File: src/rtl/cmp_pkg.sv
// Shared state encoding and parameter check for the serial comparator.
// Illegal code 2'd3 is left unused and recovers to ST_IDLE.
`ifndef CMP_PKG_SV
`define CMP_PKG_SV

`define CMP_WIDTH_CHECK(W) \
  if ((((W) % 2) != 0) || ((W) < 2)) begin : g_width_bad \
    $error("serial_cmp_ctrl: WIDTH must be even and >= 2"); \
  end

package cmp_pkg;

  typedef enum logic [1:0] {
    ST_IDLE = 2'd0,
    ST_RUN  = 2'd1,
    ST_DONE = 2'd2
  } state_e;

endpackage

`endif

File: src/rtl/comparator.sv
// 2-bit unsigned slice comparator.
// Exactly one of Eq/Less/Greater is high.
module comparator (
  input  logic [1:0] a,
  input  logic [1:0] b,
  output logic       Eq,
  output logic       Less,
  output logic       Greater
);

  assign Eq      = (a == b);
  assign Less    = (a <  b);
  assign Greater = (a >  b);

endmodule

File: src/rtl/serial_cmp_ctrl.sv
// MSB-first serial compare of two WIDTH-bit operands
// using one 2-bit slice, stopping at the first unequal slice.
import cmp_pkg::*;

module serial_cmp_ctrl #(
  parameter int WIDTH = 8
) (
  input  logic             clk,
  input  logic             rst,
  input  logic             start_valid,
  output logic             start_ready,
  input  logic [WIDTH-1:0] a,
  input  logic [WIDTH-1:0] b,
  output logic             busy,
  output logic             done,
  output logic             Eq,
  output logic             Less,
  output logic             Greater
);

  localparam int NSLICE = WIDTH / 2;
  localparam int IDXW   = (NSLICE > 1) ? $clog2(NSLICE) : 1;
  localparam logic [IDXW-1:0] IDX_TOP = IDXW'(NSLICE - 1);

  `CMP_WIDTH_CHECK(WIDTH)

  state_e           state_q, state_d;
  logic [IDXW-1:0]  idx_q, idx_d;
  logic [WIDTH-1:0] a_q, a_d;
  logic [WIDTH-1:0] b_q, b_d;
  logic             eq_q, eq_d;
  logic             lt_q, lt_d;
  logic             gt_q, gt_d;

  logic [1:0] sa, sb;
  logic       s_eq, s_lt, s_gt;

  assign sa = a_q[{idx_q, 1'b0} +: 2];
  assign sb = b_q[{idx_q, 1'b0} +: 2];

  comparator u_slice (
    .a       (sa),
    .b       (sb),
    .Eq      (s_eq),
    .Less    (s_lt),
    .Greater (s_gt)
  );

  always_comb begin
    state_d = state_q;
    idx_d   = idx_q;
    a_d     = a_q;
    b_d     = b_q;
    eq_d    = eq_q;
    lt_d    = lt_q;
    gt_d    = gt_q;
    case (state_q)
      ST_IDLE: begin
        if (start_valid) begin
          a_d     = a;
          b_d     = b;
          idx_d   = IDX_TOP;
          state_d = ST_RUN;
        end
      end
      ST_RUN: begin
        if (!s_eq) begin
          eq_d    = 1'b0;
          lt_d    = s_lt;
          gt_d    = s_gt;
          state_d = ST_DONE;
        end else if (idx_q == '0) begin
          eq_d    = 1'b1;
          lt_d    = 1'b0;
          gt_d    = 1'b0;
          state_d = ST_DONE;
        end else begin
          idx_d = idx_q - IDXW'(1);
        end
      end
      ST_DONE: state_d = ST_IDLE;
      default: state_d = ST_IDLE;
    endcase
  end

  always_ff @(posedge clk) begin
    if (rst) begin
      state_q <= ST_IDLE;
      idx_q   <= IDX_TOP;
      a_q     <= '0;
      b_q     <= '0;
      eq_q    <= 1'b0;
      lt_q    <= 1'b0;
      gt_q    <= 1'b0;
    end else begin
      state_q <= state_d;
      idx_q   <= idx_d;
      a_q     <= a_d;
      b_q     <= b_d;
      eq_q    <= eq_d;
      lt_q    <= lt_d;
      gt_q    <= gt_d;
    end
  end

  assign start_ready = (state_q == ST_IDLE);
  assign busy        = (state_q == ST_RUN);
  assign done        = (state_q == ST_DONE);
  assign Eq          = eq_q;
  assign Less        = lt_q;
  assign Greater     = gt_q;

endmodule

File: config.mk
export PLATFORM = sky130hd
export DESIGN_NAME = serial_cmp_ctrl
export DESIGN_NICKNAME = d
export VERILOG_FILES = /design/src/rtl/cmp_pkg.sv /design/src/rtl/comparator.sv /design/src/rtl/serial_cmp_ctrl.sv
export SDC_FILE = /design/constraint.sdc
export NUM_CORES = 1
export LEC_CHECK = 0
export BUFFER_PORTS_ARGS = -buffer_cell sky130_fd_sc_hd__buf_4
export CAP_MARGIN = 5
export CORE_MARGIN = 4
export CORE_UTILIZATION = 46
export DETAILED_ROUTE_END_ITERATION = 16
export PLACE_DENSITY = 0.7
export SYNTH_ARGS = -nofsm -noshare
export SYNTH_HDL_FRONTEND = slang
export SYNTH_SLANG_ARGS = --single-unit
File: constraint.sdc
create_clock -name clk -period 2.4 [get_ports clk]
set_input_delay 0.12 -clock clk [delete_from_list [all_inputs] [get_ports clk]]
set_output_delay 0.12 -clock clk [all_outputs]
set_load 0.02 [all_outputs]
==> flow_summary.ini, run 1 <==
[route]
drt_first_iter_violations = 11
wirelength_mm = 2.05
vias = 881
ant_nets = 0
route.detailed.drc = 0
wl_per_cell_um = 12.1
viasPerCell = 5.21
first_pass_iters = 4

[timing]
setup_violations = 0
fin_hold_ws_ns = 0.0440
rsz0062_at_grt = false
hold_viol = 0
finalMaxSlewViolations = 0
finalSetupTns_ns = 0
worst_pin_slew_ns = 0.681
fin_crit_sh_pct = 90.4
slew_headroom_pct = 54.6
layout_min_cycle_time_ns = 2.17
fmax_ghz = 0.461
clock-skew-final_ns = 0.00347

[global_route]
grt_pass1_wl_mm = 3.60
grt_pass1_vias = 858
overflow = 0
grt_max_degree = 24
antenna_found_initial = 0
track_usage_pct = 14.1

[cts]
cts_sinks = 23
root_buffer = clkbuf_4
cts_hold_buf = 0
clk_path_buf_depth = 2
path_clk_slew_ns = 0.13
cts_inserted_buffers = 3
post_cts_buffers = 0
htreeDepth = 1
cts_tree = built
cts_resized = 0
clk_latency_ns = 0.30

[synthesis]
ys_warn_count = 0
synth_edf_count = 0
synthTopCellsByArea = dfxtp_1, nand2_1, a21oi_1
syn-cell-area_um2 = 1060
synth_ff_type = dfxtp_1
synthesis.nets = 143
synth.avg_cell_area_um2 = 8.79
synth_top_area_cell = dfxtp_1
yosys.cell_count.top_type = nand2_1
yosysSeqAreaShare_pct = 43.3
async_flop_share_pct = 0
synth_commonest_cells = nand2_1, dfxtp_1, a21oi_1, inv_1, mux4_2
synth.distinct_cells = 27
yosys.area.top_type_share_pct = 43.3
synth-seq-cells = 23
syn_inst = 121

[power]
irDropWorstVdd_v = 0.000385
p_per_area_nw_per_um2 = 673
cellLeakagePower_uw = 0.000536

[cells_and_area]
final_nets = 164
diodes = 0
multiInputGateArea_um2 = 519
fillers = 225
seq_area_um2 = 460
areaGrowthSynthToFinish_pct = 17.4
final_layout_size_suffix_gt1_share_pct = 24.1
final_cells = 169

[floorplanning]
coreArea_um2 = 2210
initial_core_util_pct = 48.1
die_w_um = 56.1
num_rows = 17
io_pins = 25
fp.dieArea_um2 = 3150
dieHeight_um = 56.1

[worst_setup_path]
path_class = register to register
worstPathRequired_ns = 2.60
cp_num_cells = 5
startpoint_type = register
cp-end-kind = register
path_cells = mux4_2 -> ha_1 -> and3b_1 -> a211oi_1 -> o21ai_0
slowest_delay_ns = 0.55
critPathBufInv = 0
path_delay_family = multiplexers
rr_worst_depth = 5
cp_max_fo = 6
crit_arrival_ns = 2.37
cpMaxStageDelayCell = mux4_2

[min_path]
hold_class = primary input to register
hold_depth = 3

[placed_design]
gp_congestion = 0.844
dpl.cell_count = 165
portBuffers = 24
dp_hpwl_mm = 1.55

[run_status]
outcome = finished, final reports clean

[flow_run]
maxCapViolations = 0
-- placed cells by master, fill, tap and decap left out --
master	instances
ha_1	3
nand2b_1	1
a211oi_1	2
nand3_1	1
a221o_1	1
nor3b_4	1
inv_1	7
nand3b_1	1
and3b_1	1
buf_4	24
mux2i_1	1
dfxtp_1	23
clkbuf_4	3
o211a_1	1
o21ai_0	3
clkinv_2	1
nor2_1	2
nand2_1	33
nor2b_1	1
nand2b_2	1
a21oi_1	19
nor3_1	3
nand4_1	2
mux4_2	4
o211ai_1	1
or3b_1	1
-- worst reg2reg max path: stages (launching register included) --
cell	delay, ns
dfxtp_1	0.52
mux4_2	0.55
ha_1	0.36
and3b_1	0.26
a211oi_1	0.25
o21ai_0	0.12
-- worst paths after layout --
kind,slack [ns],from,end
setup reg to reg,0.23,idx_q[0]$_SDFFE_PP1P_,idx_q[0]$_SDFFE_PP1P_
hold reg to reg,0.46,b_q[1]$_SDFFE_PP0P_,b_q[1]$_SDFFE_PP0P_
setup / recovery,0.23,idx_q[0]$_SDFFE_PP1P_,idx_q[0]$_SDFFE_PP1P_
hold / removal,0.04,b[1],b_q[1]$_SDFFE_PP0P_
-- where the power goes --
part           total [µW]  switching, µW  leakage [µW]  internal, µW
clock                 178            116     0.0000177          62.1
sequential            446           30.0      0.000189           416
combinational         216            118      0.000329          98.1
-- per-layer routing --
layer  track usage [%]  share of wire, %  up-vias
li1                  -                 -      451
met1              18.5                47      410
met2              22.5                48       18
met3              2.09               4.3        2
met4              6.44              0.68        0
met5                 0                 0        -
-- metrics by stage --
step           power (µW)  utilization (%)  setup slack, ns  area [µm²]
2_1_floorplan         617                -            0.368        1060
3_5_place_dp          673             55.2            0.242        1220
3_3_place_gp          666             55.2            0.320        1220
6_report              840             56.4            0.230        1250
4_1_cts               847             56.4            0.217        1250
5_1_grt               895             56.4           0.0708        1250
-- cells by family (layout without fill, tap and decap cells) --
group	after synthesis	after routing	synth area share, %
fa+ha+maj	3	3	3.53
mux	5	5	9.41
simple gates	48	48	21.5
buf+inv	15	35	7.88
compound gates	27	27	14.4
flops	23	23	43.3
-- flip-flops by register name, summed over array words and instances (netlist names) --
register,count
idx_q,2
state_q,2
Less,1
b_q,8
Eq,1
a_q,8
Greater,1
-- area by class of cell --
| class | instances | area share [%] |
|---|---|---|
| Clock inverter | 1 | 0.401 |
| Sequential cell | 23 | 36.9 |
| Multi-Input combinational cell | 83 | 41.6 |
| Tap cell | 28 | 2.81 |
| Timing Repair Buffer | 24 | 14.4 |
| Inverter | 7 | 2.10 |
| Clock buffer | 3 | 1.80 |
Power figures use the tool's default switching activity.
==> run 2, diff against run 1 <==
--- a/config.mk
+++ b/config.mk
@@ -5,7 +5,7 @@
 export SDC_FILE = /design/constraint.sdc
 export NUM_CORES = 1
 export LEC_CHECK = 0
-export BUFFER_PORTS_ARGS = -buffer_cell sky130_fd_sc_hd__buf_4
+export BUFFER_PORTS_ARGS = -buffer_cell sky130_fd_sc_hd__clkbuf_2
 export CAP_MARGIN = 5
 export CORE_MARGIN = 4
 export CORE_UTILIZATION = 46
==> run 2 against run 1 <==
Against the previous run: setup slack worse by 0.014 ns; clock-buffer cell count stayed put; wire length is 5.1% higher; non-clock buffer count is 7 higher; combinational power is 2% lower; sequential power hardly changed; die area stayed put; via count is 4.3% higher; critical endpoint unchanged; largest power group unchanged; highest routed layer unchanged.
==> flow_summary.ini, run 2 (synthesis results as in run 1) <==
[timing]
fin_crit_sh_pct = 91.0
slew_headroom_pct = 53.1
setup_violations = 0
layout_min_cycle_time_ns = 2.18
finalSetupTns_ns = 0
rsz0062_at_grt = false
fmax_ghz = 0.458
finalMaxSlewViolations = 0
worst_pin_slew_ns = 0.702
hold_viol = 0
clock-skew-final_ns = 0.00885
setup_ws_ns = 0.216

[floorplanning]
dieHeight_um = 56.1
fp.dieArea_um2 = 3150
die_w_um = 56.1
coreArea_um2 = 2210
io_pins = 25
num_rows = 17
initial_core_util_pct = 48.1

[power]
clkPwrFrac_pct = 21.4
combPwrFrac_pct = 25.3
power_uw = 836
sw_frac_of_total_pct = 32.0
irDropWorstVdd_v = 0.000390
pwr-share-seq_pct = 53.3
internal_power_uw = 569
p_per_area_nw_per_um2 = 664
p_switching_uw = 268
cellLeakagePower_uw = 0.000549

[cts]
root_buffer = clkbuf_4
cts_tree = built
cts_inserted_buffers = 3
clk_path_buf_depth = 2
path_clk_slew_ns = 0.13
post_cts_buffers = 0
htreeDepth = 1
clk_latency_ns = 0.31
cts_sinks = 23

[worst_setup_path]
path_class = register to register
r2r_start = idx_q[0]$_SDFFE_PP1P_
startpoint_type = register
critical_path.startpoint = idx_q[0]$_SDFFE_PP1P_
crit_arrival_ns = 2.39
worstPathRequired_ns = 2.61
r2r_setup_slack_ns = 0.22
cp-end-kind = register
cp_max_fo = 6

[route]
wl_met3_um = 98
ant_nets = 0
wirelength_mm = 2.15
vias = 919
routed.top_layer = met4
first_pass_iters = 4
wl_per_cell_um = 12.2
wl_met2_mm = 1.04
wl_met1_um = 960
drt_first_iter_violations = 8
viasPerCell = 5.22
route.detailed.drc = 0

[min_path]
hold_class = primary input to register
min-delay-start = b[3]

[placed_design]
portBuffers = 24
dp_hpwl_mm = 1.54
placed_area_um2 = 1160
gp_congestion = 0.842
dpl.cell_count = 165
place_ws_ns = 0.241

[cells_and_area]
areaGrowthSynthToFinish_pct = 18.4
fillers = 216
diodes = 0
final_cells = 176
final_layout_size_suffix_gt1_share_pct = 23.0
postLayoutCellArea_um2 = 1260
largest_registers = a_q (8), b_q (8)
final_nets = 171
final_cell_mix = nand2_1, clkbuf_2, dfxtp_1, a21oi_1
final_common_cell = nand2_1

[global_route]
antenna_found_initial = 0
overflow = 0
grt_pass1_vias = 923
track_usage_pct = 15.2
grt_pass1_wl_mm = 3.86
grt_max_degree = 24

[flow_run]
maxCapViolations = 0

[run_status]
outcome = finished, final reports clean
run 2: final cells by class:
type                            count  area, µm²  area share [%]
Clock buffer                        3       22.5            1.79
Clock inverter                      1       5.00           0.398
Inverter                            7       26.3            2.09
Multi-Input combinational cell     83        519            41.3
Sequential cell                    23        460            36.6
Tap cell                           28       35.0            2.78
Timing Repair Buffer               31        190            15.1
run 2: final timing paths:
kind | endpoint | depth (start not counted)
worst min register to register | a_q[6]$_SDFFE_PP0P_ | 2
worst max-delay path | idx_q[0]$_SDFFE_PP1P_ | 5
worst min-delay path | b_q[3]$_SDFFE_PP0P_ | 3
worst max register to register | idx_q[0]$_SDFFE_PP1P_ | 5
run 2: worst max-delay path: stages (launching register included):
cell and delay, ns:
dfxtp_1 0.52, mux4_2 0.56, ha_1 0.37, and3b_1 0.25
a211oi_1 0.26, o21ai_0 0.12
run 2: repair_timing:
| item | 4_1_cts | 5_1_grt |
|---|---|---|
| endpoints found under the setup margin | 0 | 0 |
| hold buffers | 6 | 1 |
| endpoints found under the hold margin | 6 | 1 |
| resized for setup | 0 | 0 |
run 2: layer usage:
metal | vias to the layer above | global-route usage (%)
met5 | - | 0
met4 | 0 | 8.47
met3 | 4 | 3.48
met2 | 19 | 23.9
met1 | 430 | 18.9
li1 | 466 | -
run 2: power by group through the flow:
stage / Clock, µW / Sequential (µW) / Combinational, µW
floorplan: 0 / 445 / 173
global placement: 0 / 454 / 196
detailed placement: 0 / 455 / 204
CTS: 188 / 446 / 212
global route: 204 / 452 / 238
finish: 179 / 446 / 212
run 2: through the flow:
step	utilization (%)	hold WS, ns
after detailed placement	52.5	0.350
after global routing	56.9	0.00197
final	56.9	0.00678
after CTS	56.4	0.000539
after global placement	52.5	0.342
after floorplan	-	0.199
==> run 3, diff against run 2 <==
--- a/config.mk
+++ b/config.mk
@@ -5,12 +5,12 @@
 export SDC_FILE = /design/constraint.sdc
 export NUM_CORES = 1
 export LEC_CHECK = 0
-export BUFFER_PORTS_ARGS = -buffer_cell sky130_fd_sc_hd__clkbuf_2
 export CAP_MARGIN = 5
 export CORE_MARGIN = 4
 export CORE_UTILIZATION = 46
 export DETAILED_ROUTE_END_ITERATION = 16
-export PLACE_DENSITY = 0.7
+export DONT_BUFFER_PORTS = 1
 export SYNTH_ARGS = -nofsm -noshare
 export SYNTH_HDL_FRONTEND = slang
+export SYNTH_HIERARCHICAL = 1
 export SYNTH_SLANG_ARGS = --single-unit
==> run 3 against run 2 <==
Against the previous run: fmax grew 1.7%; core utilization grew 3.1 points; combinational power is 20% lower; clock skew decreased by 0.0018 ns; critical path type unchanged; largest power group unchanged.
==> flow_summary.ini, run 3 <==
[run_status]
outcome = finished, final reports clean

[synthesis]
yosysSeqAreaShare_pct = 44.4
synth-seq-cells = 23
synth_top_area_cell = dfxtp_1
synth_ff_type = dfxtp_1
synth_commonest_cells = nand2_1, dfxtp_1, a21oi_1, inv_1
syn_inst = 118
synthesis.nets = 140
synth.distinct_cells = 26
synth.avg_cell_area_um2 = 8.79
async_flop_share_pct = 0
synthTopCellsByArea = dfxtp_1, nand2_1, a21oi_1
syn-cell-area_um2 = 1040
ys_warn_count = 6
yosys.area.top_type_share_pct = 44.4
synth_edf_count = 0
yosys.cell_count.top_type = nand2_1

[route]
vias = 823
first_pass_iters = 6
wl_per_cell_um = 12.3
wirelength_mm = 1.98
drt_first_iter_violations = 12
route.detailed.drc = 0
viasPerCell = 5.14
ant_nets = 0

[timing]
slew_headroom_pct = 42.3
fin_crit_sh_pct = 89.5
setup_violations = 0
setup_ws_ns = 0.252
hold_viol = 0
finalSetupTns_ns = 0
finalMaxSlewViolations = 0
layout_min_cycle_time_ns = 2.15
worst_pin_slew_ns = 0.863
rsz0062_at_grt = false
fmax_ghz = 0.466
clock-skew-final_ns = 0.00702

[cells_and_area]
final_cell_mix = nand2_1, dfxtp_1, a21oi_1, dlygate4sd3_1, inv_1
diodes = 0
final_layout_size_suffix_gt1_share_pct = 9.77
largest_registers = a_q (8), b_q (8)
areaGrowthSynthToFinish_pct = 18.1
final_nets = 156
final_util_pct = 60.0
final_cells = 160
final_common_cell = nand2_1

[power]
combPwrFrac_pct = 21.4
power_uw = 793
internal_power_uw = 557
clkPwrFrac_pct = 23.2
pwr-share-seq_pct = 55.4
cellLeakagePower_uw = 0.000484
p_per_area_nw_per_um2 = 647
sw_frac_of_total_pct = 29.7
irDropWorstVdd_v = 0.000361
p_switching_uw = 236

[worst_setup_path]
cp-end-kind = register
r2r_start = idx_q[0]$_SDFFE_PP1P_
cp_max_fo = 7
crit_arrival_ns = 2.34
r2r-end = idx_q[0]$_SDFFE_PP1P_
startpoint_type = register
path_cells = mux4_2 -> ha_1 -> and2_4 -> and4bb_2 -> nor4_1 -> a31oi_1
cpMaxStageDelayCell = mux4_2
critPathCapture = idx_q[0]$_SDFFE_PP1P_
r2r_setup_slack_ns = 0.25
worstPathRequired_ns = 2.60
slowest_delay_ns = 0.55
critical_path.startpoint = idx_q[0]$_SDFFE_PP1P_
rr_worst_depth = 6
path_class = register to register

[global_route]
track_usage_pct = 13.9
overflow = 0
grt_max_degree = 25
antenna_found_initial = 0
grt_pass1_wl_mm = 3.46
grt_pass1_vias = 748

[floorplanning]
fp.dieArea_um2 = 3080
dieHeight_um = 55.5
io_pins = 25
num_rows = 16
die_w_um = 55.5
coreArea_um2 = 2040
initial_core_util_pct = 50.8

[cts]
cts_inserted_buffers = 3
clk_latency_ns = 0.32
cts_resized = 0
path_clk_slew_ns = 0.13
root_buffer = clkbuf_4
clk_path_buf_depth = 2
cts_sinks = 23
cts_tree = built
htreeDepth = 1

[placed_design]
place_ws_ns = 0.238
dp_hpwl_mm = 1.35
portBuffers = 0
gp_congestion = 0.688
dpl.cell_count = 139

[min_path]
hold_class = primary input to register
hold_depth = 3

[flow_run]
maxCapViolations = 0
-- run 3: cell types whose count changed in the layout (fill, tap and decap cells not counted), moves of 2 or more --
cell           change
nand2_2            +2
dlygate4sd3_1     +10
clkbuf_2          -24
a211oi_1           -2
nor2_1             +2
nand4_1            -2
-- run 3: kinds of logic after synthesis --
group / share of synthesized area [%]
adder cells (fa/ha/maj): 3.62
multiplexers: 8.69
AO/OA/AOI/OAI: 12.1
buffers and inverters: 7.00
flip-flops: 44.4
AND/OR/NAND/NOR: 24.2
-- run 3: power groups by stage --
stage | sequential (µW) | combinational (µW) | clock (µW)
detailed placement | 449 | 144 | 0
finish | 439 | 170 | 184
floorplan | 436 | 146 | 0
global placement | 448 | 140 | 0
CTS | 440 | 172 | 193
global route | 444 | 194 | 212
-- run 3: area by class of cell --
cell class	instances	area (µm²)
Clock buffer	3	22.5
Sequential cell	23	460
Tap cell	27	33.8
Clock inverter	1	7.51
Fill cell	206	817
Multi-Input combinational cell	82	504
Timing Repair Buffer	17	170
Inverter	7	26.3
-- run 3: layer usage --
| metal | wire length [µm] | track usage (%) | vias to the layer above |
|---|---|---|---|
| met5 | 0 | 0 | - |
| met4 | 27 | 4.17 | 0 |
| met3 | 117 | 5.36 | 4 |
| met2 | 930 | 21.5 | 21 |
| met1 | 898 | 17.8 | 374 |
| li1 | - | - | 424 |
-- run 3: stage by stage --
stage	hold slack (ns)	area, µm²
finish	0.163	1220
global route	0.153	1220
CTS	0.154	1220
detailed placement	0.194	1020
global placement	0.192	1020
floorplan	0.199	1040
-- run 3: how the worst min path moves through the flow --
stage	start	endpoint	slack, ns
finish	start_valid	b_q[2]$_SDFFE_PP0P_	0.16
global route	start_valid	b_q[2]$_SDFFE_PP0P_	0.15
CTS	start_valid	b_q[2]$_SDFFE_PP0P_	0.15
detailed placement	rst	a_q[0]$_SDFFE_PP0P_	0.19
global placement	rst	a_q[3]$_SDFFE_PP0P_	0.19
floorplan	rst	state_q[1]$_SDFFE_PP0P_	0.20
-- run 3: worst max-delay path, delay by kind of cell, from the launching register on --
family | cells | cell delay (ns)
adders and majority gates | 1 | 0.32
DFF | 1 | 0.53
AOI/OAI and AO/OA | 1 | 0.07
and+or+nand+nor | 3 | 0.56
muxes | 1 | 0.55
-- run 3: what timing repair did --
item / 4_1_cts / 5_1_grt
setup buffers: 0 / 0
hold buffers: 17 / 0
endpoints found under the hold margin: 23 / 0
